**src/rtl/hdlc_pkg.sv**
```systemverilog
// Shared HDLC definitions: receive FSM states and default sizing.
package hdlc_pkg;
  typedef enum logic [2:0] {
    DISABLED = 3'd0,
    HUNT     = 3'd1,
    OPEN     = 3'd2,
    RECV     = 3'd3,
    HOLD     = 3'd4
  } rx_state_t;

  localparam int DEF_BUF_DEPTH = 128;
  localparam int DEF_FCS_BYTES = 2;
  localparam logic [7:0] FLAG  = 8'h7E;
endpackage

```
**src/rtl/hdlc_rx_frame_ctrl.sv**
```systemverilog
// HDLC receive frame controller: sequences Rx buffer writes, latches frame
// status on the closing flag and hands the buffer to software until read out.
module hdlc_rx_frame_ctrl
  import hdlc_pkg::*;
#(
  parameter int  BUF_DEPTH = DEF_BUF_DEPTH,
  parameter int  FCS_BYTES = DEF_FCS_BYTES,
  localparam int AW        = $clog2(BUF_DEPTH),
  localparam int CW        = AW + 1
) (
  input  logic          Clk,
  input  logic          Rst,
  input  logic          RxEN,
  input  logic          Rx_FlagDetect,
  input  logic          Rx_AbortDetect,
  input  logic          Rx_NewByte,
  input  logic [7:0]    Rx_Data,
  input  logic          Rx_FCSerr,
  input  logic          Rx_RdBuff,
  input  logic          Rx_Drop,
  output logic          Rx_ValidFrame,
  output logic          Rx_AbortSignal,
  output logic          Rx_Overflow,
  output logic          Rx_EoF,
  output logic          Rx_FrameError,
  output logic [CW-1:0] Rx_FrameSize,
  output logic          Rx_WrBuff,
  output logic [AW-1:0] Rx_WrAddr,
  output logic [7:0]    Rx_WrData,
  output logic [AW-1:0] Rx_RdAddr
);

  rx_state_t     state;
  logic [CW-1:0] count;
  logic          rd_done;   // last byte read; exit HOLD on the next cycle
  logic [CW-1:0] rd_next;

  assign Rx_ValidFrame = (state == RECV);
  assign rd_next       = {1'b0, Rx_RdAddr} + CW'(1);

  always_ff @(posedge Clk or negedge Rst) begin
    if (!Rst) begin
      state          <= HUNT;
      count          <= '0;
      rd_done        <= 1'b0;
      Rx_AbortSignal <= 1'b0;
      Rx_Overflow    <= 1'b0;
      Rx_EoF         <= 1'b0;
      Rx_FrameError  <= 1'b0;
      Rx_FrameSize   <= '0;
      Rx_WrBuff      <= 1'b0;
      Rx_WrAddr      <= '0;
      Rx_WrData      <= '0;
      Rx_RdAddr      <= '0;
    end else begin
      Rx_WrBuff      <= 1'b0;
      Rx_AbortSignal <= 1'b0;
      if (!RxEN) begin
        state         <= DISABLED;
        count         <= '0;
        rd_done       <= 1'b0;
        Rx_Overflow   <= 1'b0;
        Rx_EoF        <= 1'b0;
        Rx_FrameError <= 1'b0;
        Rx_RdAddr     <= '0;
      end else begin
        unique case (state)
          DISABLED: state <= HUNT;
          HUNT: if (Rx_FlagDetect) state <= OPEN;
          OPEN: begin
            if (Rx_AbortDetect) begin
              state <= HUNT;
            end else if (!Rx_FlagDetect && Rx_NewByte) begin
              state       <= RECV;
              Rx_WrBuff   <= 1'b1;
              Rx_WrAddr   <= '0;
              Rx_WrData   <= Rx_Data;
              count       <= CW'(1);
              Rx_Overflow <= 1'b0;
            end
          end
          RECV: begin
            if (Rx_AbortDetect) begin
              Rx_AbortSignal <= 1'b1;
              state          <= HUNT;
              count          <= '0;
              Rx_Overflow    <= 1'b0;
            end else if (Rx_FlagDetect) begin
              state         <= HOLD;
              Rx_EoF        <= 1'b1;
              Rx_FrameSize  <= (count > CW'(FCS_BYTES)) ? count - CW'(FCS_BYTES) : '0;
              Rx_FrameError <= Rx_FCSerr | (count <= CW'(FCS_BYTES)) | Rx_Overflow;
            end else if (Rx_NewByte) begin
              if (count < CW'(BUF_DEPTH)) begin
                Rx_WrBuff <= 1'b1;
                Rx_WrAddr <= count[AW-1:0];
                Rx_WrData <= Rx_Data;
                count     <= count + CW'(1);
              end else begin
                Rx_Overflow <= 1'b1;
              end
            end
          end
          HOLD: begin
            // A zero-size frame never completes by reads; only Drop releases it.
            if (Rx_Drop || rd_done) begin
              state         <= HUNT;
              count         <= '0;
              rd_done       <= 1'b0;
              Rx_Overflow   <= 1'b0;
              Rx_EoF        <= 1'b0;
              Rx_FrameError <= 1'b0;
              Rx_RdAddr     <= '0;
            end else if (Rx_RdBuff) begin
              Rx_RdAddr <= rd_next[AW-1:0];
              if (rd_next == Rx_FrameSize) rd_done <= 1'b1;
            end
          end
          default: state <= HUNT;
        endcase
      end
    end
  end

endmodule
```
**config.mk**
```make
export PLATFORM = sky130hd
export DESIGN_NAME = hdlc_rx_frame_ctrl
export DESIGN_NICKNAME = d
export VERILOG_FILES = /design/src/rtl/hdlc_pkg.sv /design/src/rtl/hdlc_rx_frame_ctrl.sv
export SDC_FILE = /design/constraint.sdc
export NUM_CORES = 1
export LEC_CHECK = 0
export ABC_AREA = 0
export ABC_CLOCK_PERIOD_IN_PS = 2350
export CAP_MARGIN = 20
export CORE_UTILIZATION = 25
export DETAILED_ROUTE_END_ITERATION = 6
export PLACE_DENSITY = 0.49
export SETUP_SLACK_MARGIN = 0.1
export SLEW_MARGIN = 25
export SYNTH_ARGS = -nofsm -noshare
export SYNTH_HDL_FRONTEND = slang
export SYNTH_SLANG_ARGS = --single-unit
export TNS_END_PERCENT = 50
```
**constraint.sdc**
```tcl
create_clock -name Clk -period 2.35 [get_ports Clk]
set_clock_uncertainty 0.05 [all_clocks]
set_input_delay 0.47 -clock Clk [delete_from_list [all_inputs] [get_ports Clk]]
set_output_delay 0.47 -clock Clk [all_outputs]
set_load 0.05 [all_outputs]
```
==> parameters.txt <==
Parameter                              Value

Logic synthesis
  Synthesis-stage register bit count    47
  Synth cell types    between 40 and 50
  Avg Synthesized Cell Area    9.09 um^2
  Post-synthesis xor/xnor area fraction    under 10%
  Main combinational cell family by area after synthesis    simple AND/OR/NAND/NOR gates
  Area share of fa/ha/maj cells after synthesis    under 10%
  Most used DFF post-synth    sky130_fd_sc_hd__dfrtp_1
  Warnings, synthesis    0
  Cell accounting for the most synthesized area    sky130_fd_sc_hd__dfrtp_1
  Synthesized-area fraction occupied by ao, oa, aoi and oai cells    16.7%
  Post-Synthesis Cell Area    2520 um^2
  Post-synth EDFFs    0
  Sequential share of the synthesized area    between 40% and 50%
  Share of synthesized cell area in and, or, nand and nor gates    roughly a quarter
  Largest cells by area after synthesis    sky130_fd_sc_hd__dfrtp_1, sky130_fd_sc_hd__nand2_1, sky130_fd_sc_hd__o21ai_0
  Net count after synthesis    between 200 and 300
  Fraction of synthesized area in multiplexers    less than 1%
  Mapped Cells    ~280
  Post-synth top area share    a little under half
  Proportion of synthesized flip-flops having asynchronous set or reset    100%

Worst setup path
  Count of cell instances traversed by the critical path    1
  Worst-path fanout max    10
  Required time worst endpoint    around 1.8 ns
  Dominant delay contributor by cell family on the critical path    buffers and inverters
  Cells on worst reg2reg path    5
  Slowest stage cell on the critical path    sky130_fd_sc_hd__clkdlybuf4s50_1
  Chain of cells forming the critical path    clkdlybuf4s50_1
  Element type at the critical path start    flop
  Critical Path Sink Type    output pin
  Stage delay of the slowest cell on the critical path    between 0.8 and 0.9 ns
  WP buf/inv    1
  Arrival time at the worst endpoint    ~1.7 ns
  Classification of the worst setup path    flop to output pin

Routing
  Final Routed Wirelength    6030 um
  Detailed-route via count    2148
  Wirelength per Cell    between 10 and 15 um
  Number of DRC markers after the initial detailed-route iteration    between 80 and 90
  Via density per instance    between 4 and 5
  Total DRC errors in the routed layout    0
  Router iterations before antenna repair    4
  Antenna-violating nets left    0

Timing
  Unrepaired setup endpoints after global routing    true
  Pins over their slew limit    0
  Crit share post-route    94.3%
  Final Setup Violations    0
  Sum Neg Setup Slack    0 ns
  Highest clock frequency the design can meet    around 450 MHz
  Final hold violations    0
  Final WS setup    approximately 0.13 ns
  Slew @ Worst Pin    0.509 ns
  Worst-case headroom to the max-slew limit    66.0%
  Final worst path period need    roughly 2.2 ns

Global route
  Gr usage total    12.3%
  Number of antenna violations at the first check in global routing    0
  Maximum number of pins on one net before global-route repair    48
  First-pass GRT wire length    approximately 10000 um
  Total gr overflow    0
  Via count of the first global-routing pass    approximately 2000

Cells and area
  Cell area after layout    about 3300 um^2
  Diodes inserted    0
  Share of layout cells above drive strength 1    9.58%
  NumNets Final    roughly 360
  Growth of design area from synthesis to finish    32.9%

Min path
  Worst min path class    input pin to asynchronous set/reset pin

Run status
  Outcome    completed

CTS
  CTS HTree Levels    2
  Number of CTS-inserted buffers    5
  Number of sinks handled by clock tree synthesis    47
  Post-CTS Hold Buffers    0
  Worst-Skew Late Latency    about 0.30 ns
  Resized Gates After CTS    0
  CTS max path bufs    2
  Root Buffer    sky130_fd_sc_hd__clkbuf_8
  Clock tree from TritonCTS    yes
  Post-CTS Setup Inserts    0
  Clock-pin slew on the worst setup and hold paths    roughly 0.09 ns

Placement
  Setup WS pre-CTS    between 0.007 and 0.008 ns
  Number of I/O port buffers    52
  HPWL reported at the end of detailed placement    roughly 4400 um
  DP Area    around 3300 um^2
  Global placement routability congestion    slightly below 0.8

Die
  Number of core rows    36
  Horizontal die dimension    between 100 and 150 um
  Placeable core area    a little under 10000 um^2
  Total die area    about 10000 um^2
  Initial core utilization    between 20% and 30%
  Count of boundary I/O pins    between 50 and 60
  Height of the chip    102 um

Job
  Max Cap Viol    0

Power and ir drop
  Cell leakage power    0.00140 uW
  Max IR drop VDD    0.205 mV
  Power per standard cell area    between 500 and 600 nW/um^2
==> per-stage QoR <==
step | total power (uW) | hold WS [ns] | utilization, % | std cells
global placement | 1320 | 0.410 | 33.4 | 459
floorplan | 1150 | 0.124 | - | 277
global route | 1880 | 0.102 | 34.2 | 467
CTS | 1810 | 0.0955 | 34.2 | 467
detailed placement | 1320 | 0.412 | 33.4 | 459
finish | 1780 | 0.0729 | 34.2 | 467
==> registers in the layout, indices dropped and copies added, names as in the netlist <==
signal and flops:
Rx_WrBuff 1, Rx_Overflow 1, Rx_WrData 8, Rx_EoF 1, Rx_WrAddr 7, rd_done 1, Rx_RdAddr 7, state 3
Rx_FrameError 1, Rx_AbortSignal 1, Rx_FrameSize 8, count 8
==> synthesized netlist by cell type (2+ instances only) <==
| master | count |
|---|---|
| sky130_fd_sc_hd__a21o_1 | 2 |
| sky130_fd_sc_hd__a21oi_1 | 6 |
| sky130_fd_sc_hd__a22o_1 | 2 |
| sky130_fd_sc_hd__a31oi_1 | 3 |
| sky130_fd_sc_hd__and2_1 | 4 |
| sky130_fd_sc_hd__and3_1 | 5 |
| sky130_fd_sc_hd__buf_2 | 4 |
| sky130_fd_sc_hd__clkbuf_1 | 7 |
| sky130_fd_sc_hd__dfrtp_1 | 46 |
| sky130_fd_sc_hd__ha_1 | 5 |
| sky130_fd_sc_hd__inv_1 | 7 |
| sky130_fd_sc_hd__nand2_1 | 64 |
| sky130_fd_sc_hd__nand2b_1 | 7 |
| sky130_fd_sc_hd__nand3_1 | 9 |
| sky130_fd_sc_hd__nand4_1 | 4 |
| sky130_fd_sc_hd__nor2_1 | 13 |
| sky130_fd_sc_hd__nor3_1 | 7 |
| sky130_fd_sc_hd__nor3b_2 | 2 |
| sky130_fd_sc_hd__o211ai_1 | 3 |
| sky130_fd_sc_hd__o21a_1 | 2 |
| sky130_fd_sc_hd__o21ai_0 | 23 |
| sky130_fd_sc_hd__o21ai_1 | 3 |
| sky130_fd_sc_hd__o31ai_1 | 7 |
| sky130_fd_sc_hd__o41ai_1 | 3 |
| sky130_fd_sc_hd__or3_1 | 2 |
| sky130_fd_sc_hd__xnor2_1 | 11 |
| sky130_fd_sc_hd__xor2_1 | 5 |
==> where the power goes <==
group / internal [uW] / switching (uW)
Sequential: 856 / 40.0
Combinational: 146 / 254
Clock: 210 / 272
Total: 1210 / 566
==> cells by family after synthesis <==
kind of cell,Yosys count
XOR/XNOR,16
buffers and inverters,21
adder cells (fa/ha/maj),5
multiplexers,1
AO/OA/AOI/OAI,61
AND/OR/NAND/NOR,126
flip-flops,47
==> worst reg2reg max path, cell delays in order, from the launching register on <==
cell	delay (ns)
sky130_fd_sc_hd__dfstp_2	0.65
sky130_fd_sc_hd__inv_1	0.14
sky130_fd_sc_hd__a22oi_2	0.26
sky130_fd_sc_hd__o211ai_4	0.15
sky130_fd_sc_hd__or3_1	0.36
sky130_fd_sc_hd__a21oi_1	0.15
==> area by class of cell <==
cell class / count / area, um^2
clock inverter: 1 / 5.00
inverter: 8 / 30.0
multi-input combinational: 209 / 1250
clock buffer: 7 / 76.3
tap: 133 / 166
fill: 1042 / 6430
sequential: 47 / 1180
timing repair buffer: 62 / 638
==> per-layer routing <==
metal  global-route usage, %  up-vias  routed length [um]  part of all wire [%]
met3                    2.33        6                 220                   3.6
met1                    16.6     1029                2950                    49
met5                       0        -                   0                     0
li1                        -     1069                   -                     -
met2                    20.1       44                2790                    46
met4                    3.63        0                  65                   1.1
==> worst paths after layout <==
kind / startpoint / endpoint / slack (ns)
max in group asynchronous: Rst / state[0]$_DFFE_PN1P_ / 1.91
worst max-delay path: Rx_RdAddr[3]$_DFFE_PN0P_ / Rx_RdAddr[3] / 0.13
worst min register to register: Rx_WrData[6]$_DFFE_PN0P_ / Rx_WrData[6]$_DFFE_PN0P_ / 0.43
worst min-delay path: Rst / state[2]$_DFFE_PN0P_ / 0.07
worst max register to register: state[0]$_DFFE_PN1P_ / count[6]$_DFFE_PN0P_ / 0.52
min in group Clk: Rx_WrData[6]$_DFFE_PN0P_ / Rx_WrData[6]$_DFFE_PN0P_ / 0.43
==> layout by cell type, fill, tap and decap left out, types with 2 or more instances in the layout <==
master and count:
sky130_fd_sc_hd__a31oi_1 3, sky130_fd_sc_hd__nor3b_2 2, sky130_fd_sc_hd__nor2_1 13, sky130_fd_sc_hd__nor3_1 7, sky130_fd_sc_hd__xnor2_1 11, sky130_fd_sc_hd__o21a_1 2
sky130_fd_sc_hd__and2_1 3, sky130_fd_sc_hd__o21ai_1 3, sky130_fd_sc_hd__inv_1 7, sky130_fd_sc_hd__a21o_1 2, sky130_fd_sc_hd__nand4_1 4, sky130_fd_sc_hd__clkbuf_1 2
sky130_fd_sc_hd__a21oi_1 6, sky130_fd_sc_hd__buf_4 7, sky130_fd_sc_hd__o211ai_1 3, sky130_fd_sc_hd__dfrtp_1 46, sky130_fd_sc_hd__xor2_1 5, sky130_fd_sc_hd__nand2b_1 7
sky130_fd_sc_hd__a22o_1 2, sky130_fd_sc_hd__nand3_1 9, sky130_fd_sc_hd__and3_1 5, sky130_fd_sc_hd__buf_12 4, sky130_fd_sc_hd__ha_1 5, sky130_fd_sc_hd__o21ai_0 23
sky130_fd_sc_hd__or3_1 2, sky130_fd_sc_hd__o41ai_1 3, sky130_fd_sc_hd__nand2_1 64, sky130_fd_sc_hd__clkbuf_8 5, sky130_fd_sc_hd__o31ai_1 7, sky130_fd_sc_hd__clkdlybuf4s50_1 50
(Power assumes the default switching activity.)
